**config.mk**
```make
export PLATFORM = sky130hd
export DESIGN_NAME = bf_console
export DESIGN_NICKNAME = d
export VERILOG_FILES = /design/src/rtl/bf_console_pkg.sv /design/src/rtl/bf_sync_fifo.sv /design/src/rtl/bf_console.sv
export SDC_FILE = /design/constraint.sdc
export NUM_CORES = 1
export LEC_CHECK = 0
export ABC_AREA = 0
export BUFFER_PORTS_ARGS = -buffer_cell sky130_fd_sc_hd__buf_4
export CORE_MARGIN = 2
export CORE_UTILIZATION = 61
export CTS_CLUSTER_SIZE = 30
export DETAILED_ROUTE_END_ITERATION = 10
export HOLD_SLACK_MARGIN = 0.15
export PLACE_DENSITY = 0.87
export SYNTH_ARGS = -nofsm -noshare
export SYNTH_HDL_FRONTEND = slang
export SYNTH_HIERARCHICAL = 1
export SYNTH_SLANG_ARGS = --single-unit
```
**constraint.sdc**
```tcl
create_clock -name clk -period 3.99 [get_ports clk]
set_input_delay 0.399 -clock clk [delete_from_list [all_inputs] [get_ports clk]]
set_output_delay 0.399 -clock clk [all_outputs]
set_load 0.005 [all_outputs]
```
**src/rtl/bf_console_pkg.sv**
```systemverilog
// Shared types and constants for the brainfuck console bridge.
package bf_console_pkg;

    typedef enum logic [1:0] {
        SER_IDLE  = 2'd0,
        SER_START = 2'd1,
        SER_DATA  = 2'd2,
        SER_STOP  = 2'd3
    } ser_state_e;

    localparam logic [7:0] ASCII_LF = 8'h0A;
    localparam logic [7:0] ASCII_CR = 8'h0D;

    function automatic int clog2(input int value);
        int r;
        int v;
        r = 0;
        v = value - 1;
        while (v > 0) begin
            r = r + 1;
            v = v >> 1;
        end
        return r;
    endfunction

endpackage

```
**src/rtl/bf_sync_fifo.sv**
```systemverilog
// Synchronous FIFO with extra-MSB pointers; a push at full is accepted when a pop happens the same cycle.
module bf_sync_fifo
    import bf_console_pkg::*;
#(
    parameter int WIDTH = 8,
    parameter int DEPTH = 16
) (
    input  logic             clk,
    input  logic             rstn,
    input  logic             push,
    input  logic             pop,
    input  logic [WIDTH-1:0] din,
    output logic [WIDTH-1:0] dout,
    output logic             full,
    output logic             empty
);

    localparam int AW = (DEPTH > 1) ? clog2(DEPTH) : 1;

    logic [WIDTH-1:0] mem_q [DEPTH];
    logic [AW:0]      wr_ptr_q, wr_ptr_d;
    logic [AW:0]      rd_ptr_q, rd_ptr_d;
    logic             do_push;
    logic             do_pop;

    assign empty   = (wr_ptr_q == rd_ptr_q);
    assign full    = (wr_ptr_q[AW] != rd_ptr_q[AW]) &&
                     (wr_ptr_q[AW-1:0] == rd_ptr_q[AW-1:0]);
    assign do_pop  = pop && !empty;
    assign do_push = push && (!full || do_pop);
    assign dout    = mem_q[rd_ptr_q[AW-1:0]];

    assign wr_ptr_d = wr_ptr_q + {{AW{1'b0}}, do_push};
    assign rd_ptr_d = rd_ptr_q + {{AW{1'b0}}, do_pop};

    always_ff @(posedge clk) begin
        if (!rstn) begin
            wr_ptr_q <= '0;
            rd_ptr_q <= '0;
        end else begin
            wr_ptr_q <= wr_ptr_d;
            rd_ptr_q <= rd_ptr_d;
        end
    end

    // Storage carries no reset; only the pointers define what is valid.
    always_ff @(posedge clk) begin
        if (do_push) begin
            mem_q[wr_ptr_q[AW-1:0]] <= din;
        end
    end

endmodule

```
**src/rtl/bf_console.sv**
```systemverilog
// Console bridge: buffers processor stdout into a UART transmitter and receiver bytes into stdin,
// stalling the processor only when a FIFO cannot serve it.
module bf_console
    import bf_console_pkg::*;
#(
    parameter int CLK_DIV    = 104,
    parameter int TX_DEPTH   = 16,
    parameter int RX_DEPTH   = 16,
    parameter int LF_TO_CRLF = 0
) (
    input  logic       clk,
    input  logic       rstn,
    input  logic [7:0] stdout,
    input  logic       stdout_en,
    input  logic       stdin_req,
    output logic [7:0] stdin,
    output logic       stdin_en,
    input  logic [7:0] rx_data,
    input  logic       rx_valid,
    output logic       cpu_en,
    output logic       uart_tx_pin,
    output logic       tx_busy,
    output logic [1:0] overflow
);

    localparam int DIV_W = (CLK_DIV > 2) ? clog2(CLK_DIV) : 1;
    localparam logic [DIV_W-1:0] DIV_LAST = DIV_W'(CLK_DIV - 1);

    ser_state_e       state_q, state_d;
    logic [DIV_W-1:0] div_cnt_q, div_cnt_d;
    logic [2:0]       bit_cnt_q, bit_cnt_d;
    logic [7:0]       shift_q, shift_d;
    logic             cr_sent_q, cr_sent_d;
    logic             pin_q, pin_d;
    logic             run_q;
    logic [7:0]       stdin_q, stdin_d;
    logic             stdin_en_q, stdin_en_d;
    logic [1:0]       ovf_q, ovf_d;

    logic       tx_push, tx_pop, tx_full, tx_empty;
    logic [7:0] tx_dout;
    logic       rx_pop, rx_full, rx_empty;
    logic [7:0] rx_dout;
    logic       div_done;

    bf_sync_fifo #(.WIDTH(8), .DEPTH(TX_DEPTH)) u_tx_fifo (
        .clk   (clk),
        .rstn  (rstn),
        .push  (tx_push),
        .pop   (tx_pop),
        .din   (stdout),
        .dout  (tx_dout),
        .full  (tx_full),
        .empty (tx_empty)
    );

    bf_sync_fifo #(.WIDTH(8), .DEPTH(RX_DEPTH)) u_rx_fifo (
        .clk   (clk),
        .rstn  (rstn),
        .push  (rx_valid),
        .pop   (rx_pop),
        .din   (rx_data),
        .dout  (rx_dout),
        .full  (rx_full),
        .empty (rx_empty)
    );

    // run_q keeps the core halted for the first cycle after reset is released.
    assign cpu_en  = run_q && !tx_full && !(stdin_req && rx_empty && !stdin_en_q);
    assign tx_push = stdout_en && cpu_en && !tx_full;
    assign rx_pop  = stdin_req && !rx_empty && !stdin_en_q;

    assign stdin_d    = rx_pop ? rx_dout : stdin_q;
    assign stdin_en_d = rx_pop;
    assign ovf_d      = ovf_q | {rx_valid && rx_full && !rx_pop, stdout_en && tx_full};

    assign div_done = (div_cnt_q == DIV_LAST);

    always_comb begin
        state_d   = state_q;
        div_cnt_d = div_cnt_q;
        bit_cnt_d = bit_cnt_q;
        shift_d   = shift_q;
        cr_sent_d = cr_sent_q;
        tx_pop    = 1'b0;
        unique case (state_q)
            SER_IDLE: begin
                if (!tx_empty) begin
                    state_d   = SER_START;
                    div_cnt_d = '0;
                    // A pending LF first emits CR without popping; cr_sent_q stops a repeat.
                    if ((LF_TO_CRLF != 0) && (tx_dout == ASCII_LF) && !cr_sent_q) begin
                        shift_d   = ASCII_CR;
                        cr_sent_d = 1'b1;
                    end else begin
                        shift_d   = tx_dout;
                        tx_pop    = 1'b1;
                        cr_sent_d = 1'b0;
                    end
                end
            end
            SER_START: begin
                if (div_done) begin
                    div_cnt_d = '0;
                    bit_cnt_d = '0;
                    state_d   = SER_DATA;
                end else begin
                    div_cnt_d = div_cnt_q + 1'b1;
                end
            end
            SER_DATA: begin
                if (div_done) begin
                    div_cnt_d = '0;
                    shift_d   = shift_q >> 1;
                    bit_cnt_d = bit_cnt_q + 1'b1;
                    if (bit_cnt_q == 3'd7) begin
                        state_d = SER_STOP;
                    end
                end else begin
                    div_cnt_d = div_cnt_q + 1'b1;
                end
            end
            SER_STOP: begin
                if (div_done) begin
                    div_cnt_d = '0;
                    state_d   = SER_IDLE;
                end else begin
                    div_cnt_d = div_cnt_q + 1'b1;
                end
            end
            default: state_d = SER_IDLE;
        endcase

        // The pin is registered from next state so the line never glitches.
        unique case (state_d)
            SER_START: pin_d = 1'b0;
            SER_DATA:  pin_d = shift_d[0];
            default:   pin_d = 1'b1;
        endcase
    end

    always_ff @(posedge clk) begin
        if (!rstn) begin
            state_q    <= SER_IDLE;
            div_cnt_q  <= '0;
            bit_cnt_q  <= '0;
            cr_sent_q  <= 1'b0;
            pin_q      <= 1'b1;
            run_q      <= 1'b0;
            stdin_q    <= '0;
            stdin_en_q <= 1'b0;
            ovf_q      <= '0;
        end else begin
            state_q    <= state_d;
            div_cnt_q  <= div_cnt_d;
            bit_cnt_q  <= bit_cnt_d;
            cr_sent_q  <= cr_sent_d;
            pin_q      <= pin_d;
            run_q      <= 1'b1;
            stdin_q    <= stdin_d;
            stdin_en_q <= stdin_en_d;
            ovf_q      <= ovf_d;
        end
    end

    always_ff @(posedge clk) begin
        shift_q <= shift_d;
    end

    assign uart_tx_pin = pin_q;
    assign tx_busy     = (state_q != SER_IDLE) || !tx_empty;
    assign stdin       = stdin_q;
    assign stdin_en    = stdin_en_q;
    assign overflow    = ovf_q;

endmodule

```
; ---- Word level (Yosys, flattened, before mapping)
; Memory sizes are Yosys's and may differ from the RTL's. A register that Yosys moved wholly into a read port is not among the register bits.
; Cells that the tools add are included.
[classes]
n_bitwise = 1
n_reduce_logical = 35
n_eq_ne = 16
addsub = 6
mux = 24
[op_table]
columns = operator, count
row1 = adder 5 x 1 -> 5 bit, 4
row2 = logical AND 1 bit, 17
row3 = 2-to-1 mux 8 bit, 2
row4 = case mux 8 bit (2 select lines), 1
row5 = 2-to-1 mux 7 bit, 2
row6 = case mux 7 bit (2 select lines), 1
row7 = equality test 5 bit, 2
row8 = 2-to-1 mux 2 bit, 5
row9 = equality test 4 bit, 2
row10 = logical NOT 1 bit, 8
row11 = case mux 2 bit (4 select lines), 1
row12 = "adder 7 x 1 -> 7 bit, second input constant", 1
row13 = "equality test 7 bit, second input constant", 1
row14 = 2-to-1 mux 1 bit, 7
row15 = "equality test 2 bit, second input constant", 3
row16 = 2-to-1 mux 3 bit, 2
row17 = "!= test 2 bit, second input constant", 3
row18 = case mux 3 bit (2 select lines), 1
row19 = AND reduction 3 bit, 2
row20 = nonzero test 2 bit, 3
row21 = "equality test 2 x 1 -> 1 bit, second input constant", 2
row22 = 2-to-1 mux 4 bit, 1
row23 = "adder 3 x 1 -> 3 bit, second input constant", 1
row24 = "equality test 3 bit, second input constant", 1
row25 = other kinds (6), 9
[word_totals]
inputBits = 21
ff_bits = 45
output_inout_bits = 14
word_cells = 97
n_memories = 2
ram_bits = 256
[mem_list]
columns = name, depth, width, read_ports, rd_clocked_by_memory_dff, write_ports, line_no
row1 = u_rx_fifo.mem_q, 16, 8, 1, 1, 1, bf_sync_fifo.sv:20  ; logic [WIDTH-1:0] mem_q [DEPTH];
row2 = u_tx_fifo.mem_q, 16, 8, 1, 1, 1, bf_sync_fifo.sv:20

; ---- Depth between registers and ports, before layout
; Gate-level depths: netlist of run 1.
[logic_depth]
ltp_word = 10
ltp_mapped = 13
mapped_depth_nobuf = 11

; ---- Hierarchy
; Netlist of run 1, hierarchy kept.
[modules_own_cells]
columns = module, seq_area_each_um2, cells_per_inst, n_inst, area_each_um2
row1 = bf_sync_fifo at u_tx_fifo, 4043.9, 295, 1, 5684.2
row2 = bf_sync_fifo at u_rx_fifo, 4043.9, 296, 1, 5679.2
row3 = bf_console, 730.7, 154, 1, 1450.1

; ---- Worst setup path before layout of run 1
; OpenSTA, ideal clock, no wires.
[synth_timing]
path_kind = register -> register
start = reg u_tx_fifo.wr_ptr_q[2]
end = mem u_tx_fifo.mem_q[13][0] (enable)
required_ns = 3.592
stages_incl_launch_ff = 9
arrival_time_ns = 2.767
setup_time_ns = 0.398
path_slack_ns = 0.825
n_path_buf = 2
period_less_slack_ns = 3.165
cell_sequence = dfxtp_1 -> buf_2 -> xnor2_1 -> nand4_2 -> nor2_1 -> clkbuf_1 -> nor3_1 -> nor3_4 -> nor4b_1
[synth_via]
word_cells_on_any_way = 16
cone_classes = eq/ne: 2 / mux: 4 / reduce/logical: 10
[synth_lines]
columns = item, line_no
row1 = start: declaration, bf_sync_fifo.sv:21  ; logic [AW:0] wr_ptr_q, wr_ptr_d;
row2 = start signal: assignment, bf_sync_fifo.sv:41  ; wr_ptr_q <= wr_ptr_d;
row3 = equality test 5 bit, bf_sync_fifo.sv:26  ; assign empty = (wr_ptr_q == rd_ptr_q);
row4 = via tx_empty, bf_console.sv:40  ; logic tx_push, tx_pop, tx_full, tx_empty;
row5 = 2-to-1 mux 1 bit, bf_console.sv:88  ; if (!tx_empty) begin
row6 = 2-to-1 mux 1 bit, bf_console.sv:86  ; unique case (state_q)
row7 = via tx_pop, bf_console.sv:40
row8 = logical AND 1 bit, bf_sync_fifo.sv:29  ; assign do_pop = pop && !empty;
row9 = logical OR 1 bit, bf_sync_fifo.sv:30  ; assign do_push = push && (!full || do_pop);
row10 = logical AND 1 bit, bf_sync_fifo.sv:30
row11 = 2-to-1 mux 1 bit, bf_sync_fifo.sv:48  ; if (do_push) begin
row12 = 2-to-1 mux 1 bit (not written as such), bf_sync_fifo.sv:49  ; mem_q[wr_ptr_q[AW-1:0]] <= din;
row13 = end: declaration, bf_sync_fifo.sv:20
; The timed path passes the listed nets, and every way through them passes these cells.

; ---- Final worst setup path of run 1
[layout_timing]
start = reg u_rx_fifo.rd_ptr_q[3]
end = mem u_tx_fifo.mem_q[11][0] (enable)
[layout_via]
elab_chain_len = 10
[layout_rtl]
columns = item, line_no
row1 = start: declaration, bf_sync_fifo.sv:22  ; logic [AW:0] rd_ptr_q, rd_ptr_d;
row2 = start signal: assignment, bf_sync_fifo.sv:42  ; rd_ptr_q <= rd_ptr_d;
row3 = equality test 5 bit, bf_sync_fifo.sv:26
row4 = via rx_empty, bf_console.sv:42  ; logic rx_pop, rx_full, rx_empty;
row5 = logical AND 1 bit (2 in series), bf_console.sv:69  ; assign cpu_en = run_q && !tx_full && !(stdin_req && rx_empty && !stdin_en_q);
row6 = logical NOT 1 bit, bf_console.sv:69
row7 = logical AND 1 bit, bf_console.sv:69
row8 = logical AND 1 bit (2 in series), bf_console.sv:70  ; assign tx_push = stdout_en && cpu_en && !tx_full;
row9 = via tx_push, bf_console.sv:40
row10 = logical AND 1 bit, bf_sync_fifo.sv:30
row11 = 2-to-1 mux 1 bit, bf_sync_fifo.sv:48
row12 = 2-to-1 mux 1 bit (not written as such), bf_sync_fifo.sv:49
; The timed path passes the listed nets, and every way through them passes these cells.

==> results of run 1 <==
-- worst max-delay path, delay by kind of cell (launching register included) --
family | cells | cell delay, ns
DFF | 1 | 0.31
xor gates and xnor gates | 1 | 0.14
and+or+nand+nor | 4 | 1.74
AOI/OAI and AO/OA | 1 | 0.38
buffers and inverters | 1 | 0.29
-- layer usage --
| metal | part of all wire | GRT usage | vias up |
|---|---|---|---|
| met5 | 0 | 0 | - |
| met4 | 0.034 | 0.0905 | 0 |
| met3 | 0.066 | 0.0422 | 76 |
| met2 | 0.53 | 0.454 | 353 |
| met1 | 0.37 | 0.316 | 3655 |
| li1 | - | - | 3081 |
-- final cells by class --
cell class | instances | area (um^2) | area share
inverters | 9 | 33.8 | 0.00234
flip-flops and latches | 309 | 8820 | 0.610
clock inverters | 19 | 246 | 0.0171
multi-input cells | 385 | 3660 | 0.253
clock buffers | 37 | 807 | 0.0559
repair buffers | 68 | 536 | 0.0371
well taps | 275 | 344 | 0.0238
-- registers in the layout (all words and copies together), names as in the netlist --
| register | count |
|---|---|
| u_tx_fifo/wr_ptr_q | 5 |
| shift_q | 8 |
| u_tx_fifo/mem_q | 128 |
| u_rx_fifo/rd_ptr_q | 5 |
| stdin | 8 |
| state_q | 2 |
| u_tx_fifo/rd_ptr_q | 5 |
| overflow | 2 |
| stdin_en | 1 |
| bit_cnt_q | 3 |
| u_rx_fifo/mem_q | 128 |
| uart_tx_pin | 1 |
| u_rx_fifo/wr_ptr_q | 5 |
| div_cnt_q | 7 |
| run_q | 1 |
-- power by group through the flow --
stage                     clock, mW  sequential [mW]  combinational, mW
after floorplan                   0             3.66              0.275
after global placement            0             3.66              0.400
after detailed placement          0             3.67              0.422
after CTS                      2.99             3.60              0.439
after global routing           3.11             3.61              0.474
final                          2.97             3.60              0.443
-- cells in the mapped netlist (11+ instances only) --
| cell | number |
|---|---|
| edfxtp_1 | 263 |
| mux2i_1 | 56 |
| dfxtp_1 | 46 |
| mux4_2 | 40 |
| nor2_1 | 39 |
| and2_1 | 25 |
| nand2_1 | 18 |
| xnor2_1 | 18 |
| a22oi_1 | 17 |
| a32oi_1 | 17 |
| o21ai_1 | 17 |
| nand3_1 | 13 |
| ha_1 | 11 |
| nor4b_2 | 11 |
-- logic make-up after synthesis --
| group | Yosys count |
|---|---|
| flops | 309 |
| simple gates | 158 |
| fa+ha+maj | 11 |
| xor+xnor | 23 |
| buf+inv | 51 |
| mux | 105 |
| compound gates | 88 |
-- how the worst max path moves through the flow --
| stage | depth (start not counted) | end | startpoint | slack [ns] |
|---|---|---|---|---|
| finish | 7 | u_tx_fifo/mem_q[11][0] | u_rx_fifo/rd_ptr_q[3] | 0.71 |
| global route | 7 | u_tx_fifo/mem_q[11][0] | u_rx_fifo/rd_ptr_q[3] | 0.48 |
| CTS | 7 | u_tx_fifo/mem_q[11][3] | u_rx_fifo/rd_ptr_q[3] | 0.79 |
| detailed placement | 7 | u_tx_fifo/mem_q[11][6] | u_rx_fifo/rd_ptr_q[3] | 0.87 |
| global placement | 7 | u_tx_fifo/mem_q[7][4] | u_rx_fifo/rd_ptr_q[3] | 1.11 |
| floorplan | 8 | u_tx_fifo/mem_q[13][0] | u_tx_fifo/wr_ptr_q[2] | 0.83 |
-- per-stage QoR --
stage,setup WS (ns),util
floorplan,0.825,-
global route,0.483,0.694
CTS,0.790,0.694
detailed placement,0.870,0.639
global placement,1.11,0.639
finish,0.708,0.694
==> results.md, run 1 <==
* EDFF count, synth at 263
* CTS resizes at 0
* # hold bufs at CTS at 10
* Vias at between 7,000 and 8,000
* Layout area overhead at 12.8%
* Synth unique cells at 56
* GP Congestion at 0.859
* Design area at 14,400 um^2
* Status: finished clean
* IR drop worst, VDD at roughly 440 uV
* Top_reg_cell synth: edfxtp_1
* Setup_tns at 0 ns
* Wire per inst at ~25 um
* Postcts setup bufs at 0
* Clock Sinks at 309
* TritonRoute pass-1 iters at 5
* Clock root buffer: clkbuf_16
* CP Class: register to register
* DIE AREA at between 20,000 and 25,000 um^2
* Combinational fraction of design power at 0.063
* Hold Path End: u_tx_fifo/mem_q[15][6]
* Register area share after synthesis at 0.688
* Post-Synthesis Cells at ~750
* Initial antenna violation count at 0
* P_leak at 4.63 nW
* H-tree levels at 1
* Count of final hold-check violations at 0
* Initial Util at 0.615
* Reg-to-reg startpoint: u_rx_fifo/rd_ptr_q[3]
* Synth area leader: edfxtp_1
* Most common cell after layout, fill and taps aside: edfxtp_1
* DRT iter0 DRCs at 618
* Crit-path max FO at 20
* Synth top area cells: edfxtp_1 62%, dfxtp_1 7.2%, mux4_2 7.0%, mux2i_1 4.4%, mux4_1 1.6%
* Max-cap viol count at 0
* FMAX at a little over 0.3 GHz
* Hold wc startpoint: stdout[6]
* FP Rows at between 50 and 60
* Port bufs at 34
* Post-route ant nets at 0
* Layout cells sized above 1 at 0.212
* Synth Area in Adders at 0.0107
* Drt total wl at 27,800 um
* Io pins at 35
* Total power at 7.02 mW
* Crit. End Element: register
* Max Slew Vio Count at 0
* Hold Slack at about 0.18 ns
* Post-detail-place hpwl at approximately 17,000 um
* Die Y-Extent at about 150 um
* Net Switching at between 1 and 1.5 mW
* Inst Count DP at 1,036
* Net switching fraction of the power at 0.213
* Worst endpoint required time at between 4 and 5 ns
* Final min period at between 3 and 4 ns
* Largest family of logic cells by synthesized area: multiplexers
* DR DRC count at 0
* Clock skew at 0.0369 ns
* Via density at ~6.5
* Synth Register Bits at between 300 and 400
* R2R setup slack at between 0.7 and 0.8 ns
* Clock latency at the later pin of the worst-skew pair at 0.57 ns
* Crit-path cells: buf_4 -> xnor2_1 -> nand4_2 -> nor2_1 -> a311oi_1 -> and2_1 -> nor4b_2
* Synthesized cell area at between 10,000 and 15,000 um^2
* Final period util at 0.823
* Total track usage at 0.254
* Pwr per Cell Area at 486 nW/um^2
* Arrival time at the worst endpoint at between 3 and 4 ns
* CP startpoint kind: register
* RSZ-0062 raised after global routing: no
* Flop pwr share at 0.514
* Nets at approximately 840
* Clock Path Buffers at 3
* Vias in the first global route at 7,332
* Grt ovf at 0
* CTS tree: built
* Post-placement cell area at about 13,000 um^2
* R2r endpoint: u_tx_fifo/mem_q[11][0]
* Fill cells at roughly 1,300
* Worst slew margin at 0.281
* CTS buffer count at 30
* First-pass GRT wire length at 42,300 um
* Ys async rst share at 0
* Final setup viols at 0
* Core footprint at 20,800 um^2
* Internal power at ~5.5 mW
* Largest stage delay, worst path at about 0.96 ns
* Hold Path Class: input port to register
* Synth Area in Simple Gates at 0.0782
* Diode count at 0
* Clock network power share at 0.423
* Slew @ Worst Pin at around 1.1 ns
* Synth top area share at 0.616
* Mux share of post-synthesis cell area at 0.131
* Finished Layout Cells at about 1,100
* Yosys warns at 6
* Most frequent cells in the layout: 263 x edfxtp_1, 58 x buf_4, 56 x mux2i_1, 44 x dfxtp_1, 40 x mux4_2
* Avg Cell Area, Syn at around 17 um^2
* Largest net degree at the start of global routing at between 40 and 50
* R2R cell count at 7
* Slowest CP cell: nor4b_2
* XOR/XNOR Fraction of Synth Area at 0.0157
* Hold Path Stages at 1
* Synth Area in Compound Gates at 0.0483
* Clock transition at path regs at about 0.060 ns
* Synth Net Count at around 780
* Die width at roughly 150 um
No activity file was read; power rests on OpenSTA's default activity.
==> inputs of run 2 (changes only) <==
CORE_UTILIZATION = 56   (was 61)
PLACE_DENSITY = 0.85   (was 0.87)
clock period = 2.65 ns   (was 3.99 ns; I/O delays follow)
==> results.md, run 2 (synthesized netlist as in run 1, its figures left out) <==
* Status: finished clean (unchanged)
* Layout area overhead at 15.9% (was 12.8%)
* FP Rows at 55 (was 53)
* Max Slew Vio Count at 0 (unchanged)
* Nets at 871 (was 835)
* Post-detail-place hpwl at 16,200 um (was 16,900 um)
* CP startpoint kind: register (unchanged)
* CP endpoint: u_rx_fifo/mem_q[11][3] (was u_tx_fifo/mem_q[11][0])
* Total track usage at 0.219 (was 0.254)
* Slew @ Worst Pin at 1.03 ns (was 1.08 ns)
* Count of final hold-check violations at 0 (unchanged)
* Clock Sinks at 309 (unchanged)
* Crit path from: u_rx_fifo/wr_ptr_q[0] (was u_rx_fifo/rd_ptr_q[3])
* RSZ-0062 raised after global routing: no (unchanged)
* R2R setup slack at 0.14 ns (was 0.71 ns)
* Largest net degree at the start of global routing at 43 (unchanged)
* Clock transition at path regs at 0.06 ns (about the same)
* Max-cap viol count at 0 (unchanged)
* IR drop worst, VDD at 678 uV (was 435 uV)
* Core footprint at 22,600 um^2 (was 20,800 um^2)
* Clock skew at 0.0240 ns (was 0.0369 ns)
* Clock root buffer: clkbuf_16 (unchanged)
* Util after Layout at 0.658 (was 0.694)
* Crit. End Element: register (unchanged)
* FMAX at 0.398 GHz (was 0.305 GHz)
* CTS buffer count at 31 (was 30)
* Vias in the first global route at 7,155 (was 7,332)
* Initial antenna violation count at 0 (unchanged)
* Vias at 7,131 (was 7,165)
* Worst endpoint required time at 2.80 ns (was 4.14 ns)
* DIE AREA at 24,100 um^2 (was 22,200 um^2)
* CP Class: register to register (unchanged)
* Arrival time at the worst endpoint at 2.67 ns (was 3.44 ns)
* Crit-path max FO at 12 (was 20)
* Wire per inst at 22.8 um (was 25.2 um)
* Layout cells sized above 1 at 0.251 (was 0.212)
* Hold wc startpoint: rx_valid (was stdout[6])
* Setup_tns at 0 ns (unchanged)
* Die width at 155 um (was 149 um)
* Drt total wl at 26,100 um (was 27,800 um)
* Clock latency at the later pin of the worst-skew pair at 0.55 ns (was 0.57 ns)
* Die Y-Extent at 155 um (was 149 um)
* DR DRC count at 0 (unchanged)
* Most frequent cells in the layout: 263 x edfxtp_1, 83 x buf_4, 56 x mux2i_1, 42 x dfxtp_1, 40 x mux4_2 (was 263 x edfxtp_1, 58 x buf_4, 56 x mux2i_1, 44 x dfxtp_1, 40 x mux4_2)
* Hold Path Class: input port to register (unchanged)
* GP Congestion at 0.797 (was 0.859)
* Most common cell after layout, fill and taps aside: edfxtp_1 (unchanged)
* Setup ws final at 0.137 ns (was 0.708 ns)
* Grt ovf at 0 (unchanged)
* R2R cell count at 7 (unchanged)
* Initial Util at 0.568 (was 0.615)
* Finished Layout Cells at 1,148 (was 1,102)
* Final min period at 2.51 ns (was 3.28 ns)
* CTS tree: built (unchanged)
* Port bufs at 34 (unchanged)
* Diode count at 0 (unchanged)
* DRT iter0 DRCs at 798 (was 618)
* Reg-to-reg startpoint: u_rx_fifo/wr_ptr_q[0] (was u_rx_fifo/rd_ptr_q[3])
* Pre-CTS setup slack at 0.0847 ns (was 0.870 ns)
* TritonRoute pass-1 iters at 5 (unchanged)
* H-tree levels at 1 (unchanged)
* Worst slew margin at 0.311 (was 0.281)
* Final period util at 0.948 (was 0.823)
* Final setup viols at 0 (unchanged)
* First-pass GRT wire length at 40,800 um (was 42,300 um)
* P_leak at 4.82 nW (was 4.63 nW)
* Io pins at 35 (unchanged)
* Clock Path Buffers at 3 (unchanged)
* Pwr per Cell Area at 706 nW/um^2 (was 486 nW/um^2)
* Inst Count DP at 1,071 (was 1,036)
* Via density at 6.21 (was 6.50)
* Post-route ant nets at 0 (unchanged)
* R2r endpoint: u_rx_fifo/mem_q[11][3] (was u_tx_fifo/mem_q[11][0])
==> run 2: cell count changes in the layout (fill, tap and decap cells not counted), sizes merged <==
| cell | previous run | this run |
|---|---|---|
| clkinvlp | 2 | 3 |
| clkinv | 11 | 15 |
| clkbuf | 37 | 34 |
| bufinv | 5 | 4 |
| buf | 58 | 85 |
| dlygate4sd3 | 10 | 18 |
==> run 2: per-stage QoR <==
stage | total power, mW | hold slack, ns | area, um^2
2_1_floorplan | 5.93 | 0.293 | 12900
3_3_place_gp | 6.15 | 0.469 | 13600
3_5_place_dp | 6.19 | 0.471 | 13600
4_1_cts | 10.5 | 0.242 | 14800
5_1_grt | 10.8 | 0.265 | 14800
6_report | 10.5 | 0.274 | 14800
==> run 2: how the worst min path moves through the flow <==
stage	endpoint	cells after the start	slack (ns)
2_1_floorplan	run_q	0	0.29
4_1_cts	overflow[1]	4	0.24
3_5_place_dp	overflow[1]	1	0.47
5_1_grt	u_rx_fifo/mem_q[6][7]	2	0.27
6_report	u_rx_fifo/mem_q[9][0]	2	0.27
3_3_place_gp	overflow[1]	1	0.47
==> run 2: area by class of cell <==
cell class                 instances  area, um^2
clock buffer                      34         787
clock inverter                    23         239
multi-input combinational        385        3770
fill                            1455        7720
tap                              285         357
inverter                           9        33.8
sequential                       309        8820
timing repair buffer             103         843
==> run 2: what timing repair did <==
action / 4_1_cts / 5_1_grt
pin swaps: 0 / 1
gates resized for setup: 1 / 2
endpoints found under the setup margin: 8 / 36
hold endpoints to repair: 280 / 0
hold buffers: 18 / 0
buffers inserted: 0 / 2
==> run 2: power by group <==
group	internal, mW	switching, mW
Clock	2.55	1.81
Sequential	5.37	0.0534
Combinational	0.318	0.396
==> run 2: per-layer routing <==
layer / up-vias / track usage / wire [um]
met2: 332 / 0.354 / 12800
met1: 3596 / 0.320 / 10900
li1: 3154 / - / -
met3: 49 / 0.0304 / 1830
met4: 0 / 0.0603 / 643
met5: - / 0 / 0
==> run 2: worst max-delay path, cell delays in order (launching register included) <==
cell	delay (ns)
dfxtp_1	0.33
xnor2_1	0.15
nand4_2	0.11
nor2_2	0.06
nor3b_2	0.31
nor3_4	0.10
buf_12	0.17
nor4b_2	0.90
==> inputs of run 3 (changes only) <==
CELL_PAD_IN_SITES_DETAIL_PLACEMENT = 2   (was unset)
CELL_PAD_IN_SITES_GLOBAL_PLACEMENT = 2   (was unset)
CORE_MARGIN = 8   (was 2)
CORE_UTILIZATION = 43   (was 56)
==> results.md, run 3 (synthesized netlist as in run 1, its figures left out) <==
* Setup_tns at 0 ns (unchanged)
* Core footprint at 29,500 um^2 (was 22,600 um^2)
* Via density at 5.73 (was 6.21)
* CP Class: register to register (unchanged)
* Initial antenna violation count at 0 (unchanged)
* Final period util at 0.961 (was 0.948)
* Pwr per Cell Area at 705 nW/um^2 (was 706 nW/um^2)
* H-tree levels at 2 (was 1)
* R2R setup slack at 0.10 ns (was 0.14 ns)
* First-pass GRT wire length at 54,600 um (was 40,800 um)
* Clock skew at 0.0249 ns (was 0.0240 ns)
* Diode count at 0 (unchanged)
* Post-detail-place hpwl at 23,800 um (was 16,200 um)
* Final setup viols at 0 (unchanged)
* Most frequent cells in the layout: 263 x edfxtp_1, 89 x buf_4, 56 x mux2i_1, 40 x dfxtp_1, 40 x mux4_2 (was 263 x edfxtp_1, 83 x buf_4, 56 x mux2i_1, 42 x dfxtp_1, 40 x mux4_2)
* Clock Path Buffers at 3 (unchanged)
* Hold Slack at 0.192 ns (was 0.274 ns)
* Total track usage at 0.205 (was 0.219)
* Die Y-Extent at 189 um (was 155 um)
* IR drop worst, VDD at 522 uV (was 678 uV)
* Arrival time at the worst endpoint at 2.95 ns (was 2.67 ns)
* Most common cell after layout, fill and taps aside: edfxtp_1 (unchanged)
* Inst Count DP at 1,182 (was 1,071)
* Io pins at 35 (unchanged)
* Layout area overhead at 17.1% (was 15.9%)
* GP Congestion at 0.756 (was 0.797)
* Max Slew Vio Count at 0 (unchanged)
* Largest net degree at the start of global routing at 43 (unchanged)
* RSZ-0062 raised after global routing: no (unchanged)
* Status: finished clean (unchanged)
* Clock transition at path regs at 0.06 ns (about the same)
* DR DRC count at 0 (unchanged)
* Hold wc startpoint: rstn (was rx_valid)
* Worst slew margin at 0.197 (was 0.311)
* R2R cell count at 13 (was 7)
* Drt total wl at 36,300 um (was 26,100 um)
* TritonRoute pass-1 iters at 4 (was 5)
* Nets at 878 (was 871)
* Finished Layout Cells at 1,259 (was 1,148)
* CTS tree: built (unchanged)
* DIE AREA at 35,600 um^2 (was 24,100 um^2)
* Post-route ant nets at 0 (unchanged)
* Crit-path max FO at 4 (was 12)
* Layout cells sized above 1 at 0.250 (was 0.251)
* Design area at 15,000 um^2 (was 14,800 um^2)
* Hold Path Stages at 2 (unchanged)
* Vias at 7,218 (was 7,131)
* Clock Sinks at 309 (unchanged)
* Initial Util at 0.435 (was 0.568)
* Clock latency at the later pin of the worst-skew pair at 0.53 ns (was 0.55 ns)
* Slew @ Worst Pin at 1.20 ns (was 1.03 ns)
* Post-placement cell area at 13,800 um^2 (was 13,600 um^2)
* Max-cap viol count at 0 (unchanged)
* Worst endpoint required time at 3.05 ns (was 2.80 ns)
* Util after Layout at 0.509 (was 0.658)
* Die width at 189 um (was 155 um)
* Grt ovf at 0 (unchanged)
* Clock root buffer: clkbuf_16 (unchanged)
* FMAX at 0.393 GHz (was 0.398 GHz)
* DRT iter0 DRCs at 483 (was 798)
* Hold Path End: run_q (was u_rx_fifo/mem_q[9][0])
* CTS buffer count at 34 (was 31)
* P_leak at 4.84 nW (was 4.82 nW)
* Reg-to-reg startpoint: u_rx_fifo/rd_ptr_q[0] (was u_rx_fifo/wr_ptr_q[0])
* Count of final hold-check violations at 0 (unchanged)
* CP startpoint kind: register (unchanged)
* Crit. End Element: register (unchanged)
* FP Rows at 63 (was 55)
* Vias in the first global route at 8,258 (was 7,155)
* Wire per inst at 28.8 um (was 22.8 um)
* Hold Path Class: input port to register (unchanged)
* R2r endpoint: u_rx_fifo/wr_ptr_q[4] (was u_rx_fifo/mem_q[11][3])
* Final min period at 2.55 ns (was 2.51 ns)
* Port bufs at 34 (unchanged)
run 3: changes by cell type in the layout (fill, tap and decap cells not counted), sizes merged:
cell         delta
clkbuf         +11
clkinvlp        -3
dlygate4sd3     -1
inv             -2
bufinv          -4
buf             +5
run 3: through the flow:
stage | setup slack, ns | power (mW)
after floorplan | -0.0216 | 5.93
after global placement | 0.288 | 6.20
after detailed placement | -0.0261 | 6.27
after CTS | 0.0278 | 10.6
after global routing | 0.0371 | 10.9
final | 0.104 | 10.6
run 3: how the worst max path moves through the flow:
stage | startpoint | end | slack (ns) | cells after the start
after global routing | u_rx_fifo/rd_ptr_q[2] | u_rx_fifo/wr_ptr_q[4] | 0.04 | 13
after global placement | u_rx_fifo/rd_ptr_q[2] | u_rx_fifo/mem_q[9][0] | 0.29 | 7
after CTS | u_rx_fifo/wr_ptr_q[0] | u_tx_fifo/wr_ptr_q[4] | 0.03 | 12
after floorplan | u_tx_fifo/wr_ptr_q[2] | u_tx_fifo/mem_q[6][0] | -0.02 | 9
after detailed placement | u_rx_fifo/wr_ptr_q[0] | u_tx_fifo/mem_q[2][3] | -0.03 | 9
final | u_rx_fifo/rd_ptr_q[0] | u_rx_fifo/wr_ptr_q[4] | 0.10 | 13
run 3: power breakdown:
group	total, mW	leakage (nW)	switching (mW)	internal, mW
registers	5.43	2.75	0.0564	5.37
clock network	4.36	0.488	1.93	2.44
logic	0.792	1.60	0.467	0.324
run 3: worst max-delay path, cell delays in order, from the launching register on:
cell and delay, ns:
dfxtp_2 0.32, xnor2_1 0.20, nand4_2 0.22, nor2_2 0.20, nor3b_2 0.07, buf_4 0.16, nor3_4 0.25, buf_4 0.19
nor2b_1 0.06, ha_1 0.20, ha_1 0.21, nand3_1 0.14, xnor2_1 0.08, and2_1 0.16
run 3: repair_timing:
action                     in CTS  in global routing
hold buffers                   17                  0
buffers inserted                0                  1
hold endpoints to repair      257                  0
setup endpoints to repair      28                 23
pin swaps                       0                  1
resized for setup               4                  5
run 3: metal layers:
| metal | track usage | routed length [um] | up-vias |
|---|---|---|---|
| met1 | 0.241 | 14400 | 3802 |
| met3 | 0.0318 | 1320 | 70 |
| met4 | 0.0809 | 1240 | 0 |
| li1 | - | - | 3170 |
| met5 | 0 | 0 | - |
| met2 | 0.371 | 19300 | 176 |
run 3: layout make-up:
| type | count | area (um^2) |
|---|---|---|
| fillers | 2650 | 14500 |
| flip-flops and latches | 309 | 8830 |
| multi-input cells | 385 | 3800 |
| clock buffers | 45 | 913 |
| repair buffers | 107 | 858 |
| well taps | 390 | 488 |
| clock inverters | 14 | 87.6 |
| inverters | 9 | 33.8 |
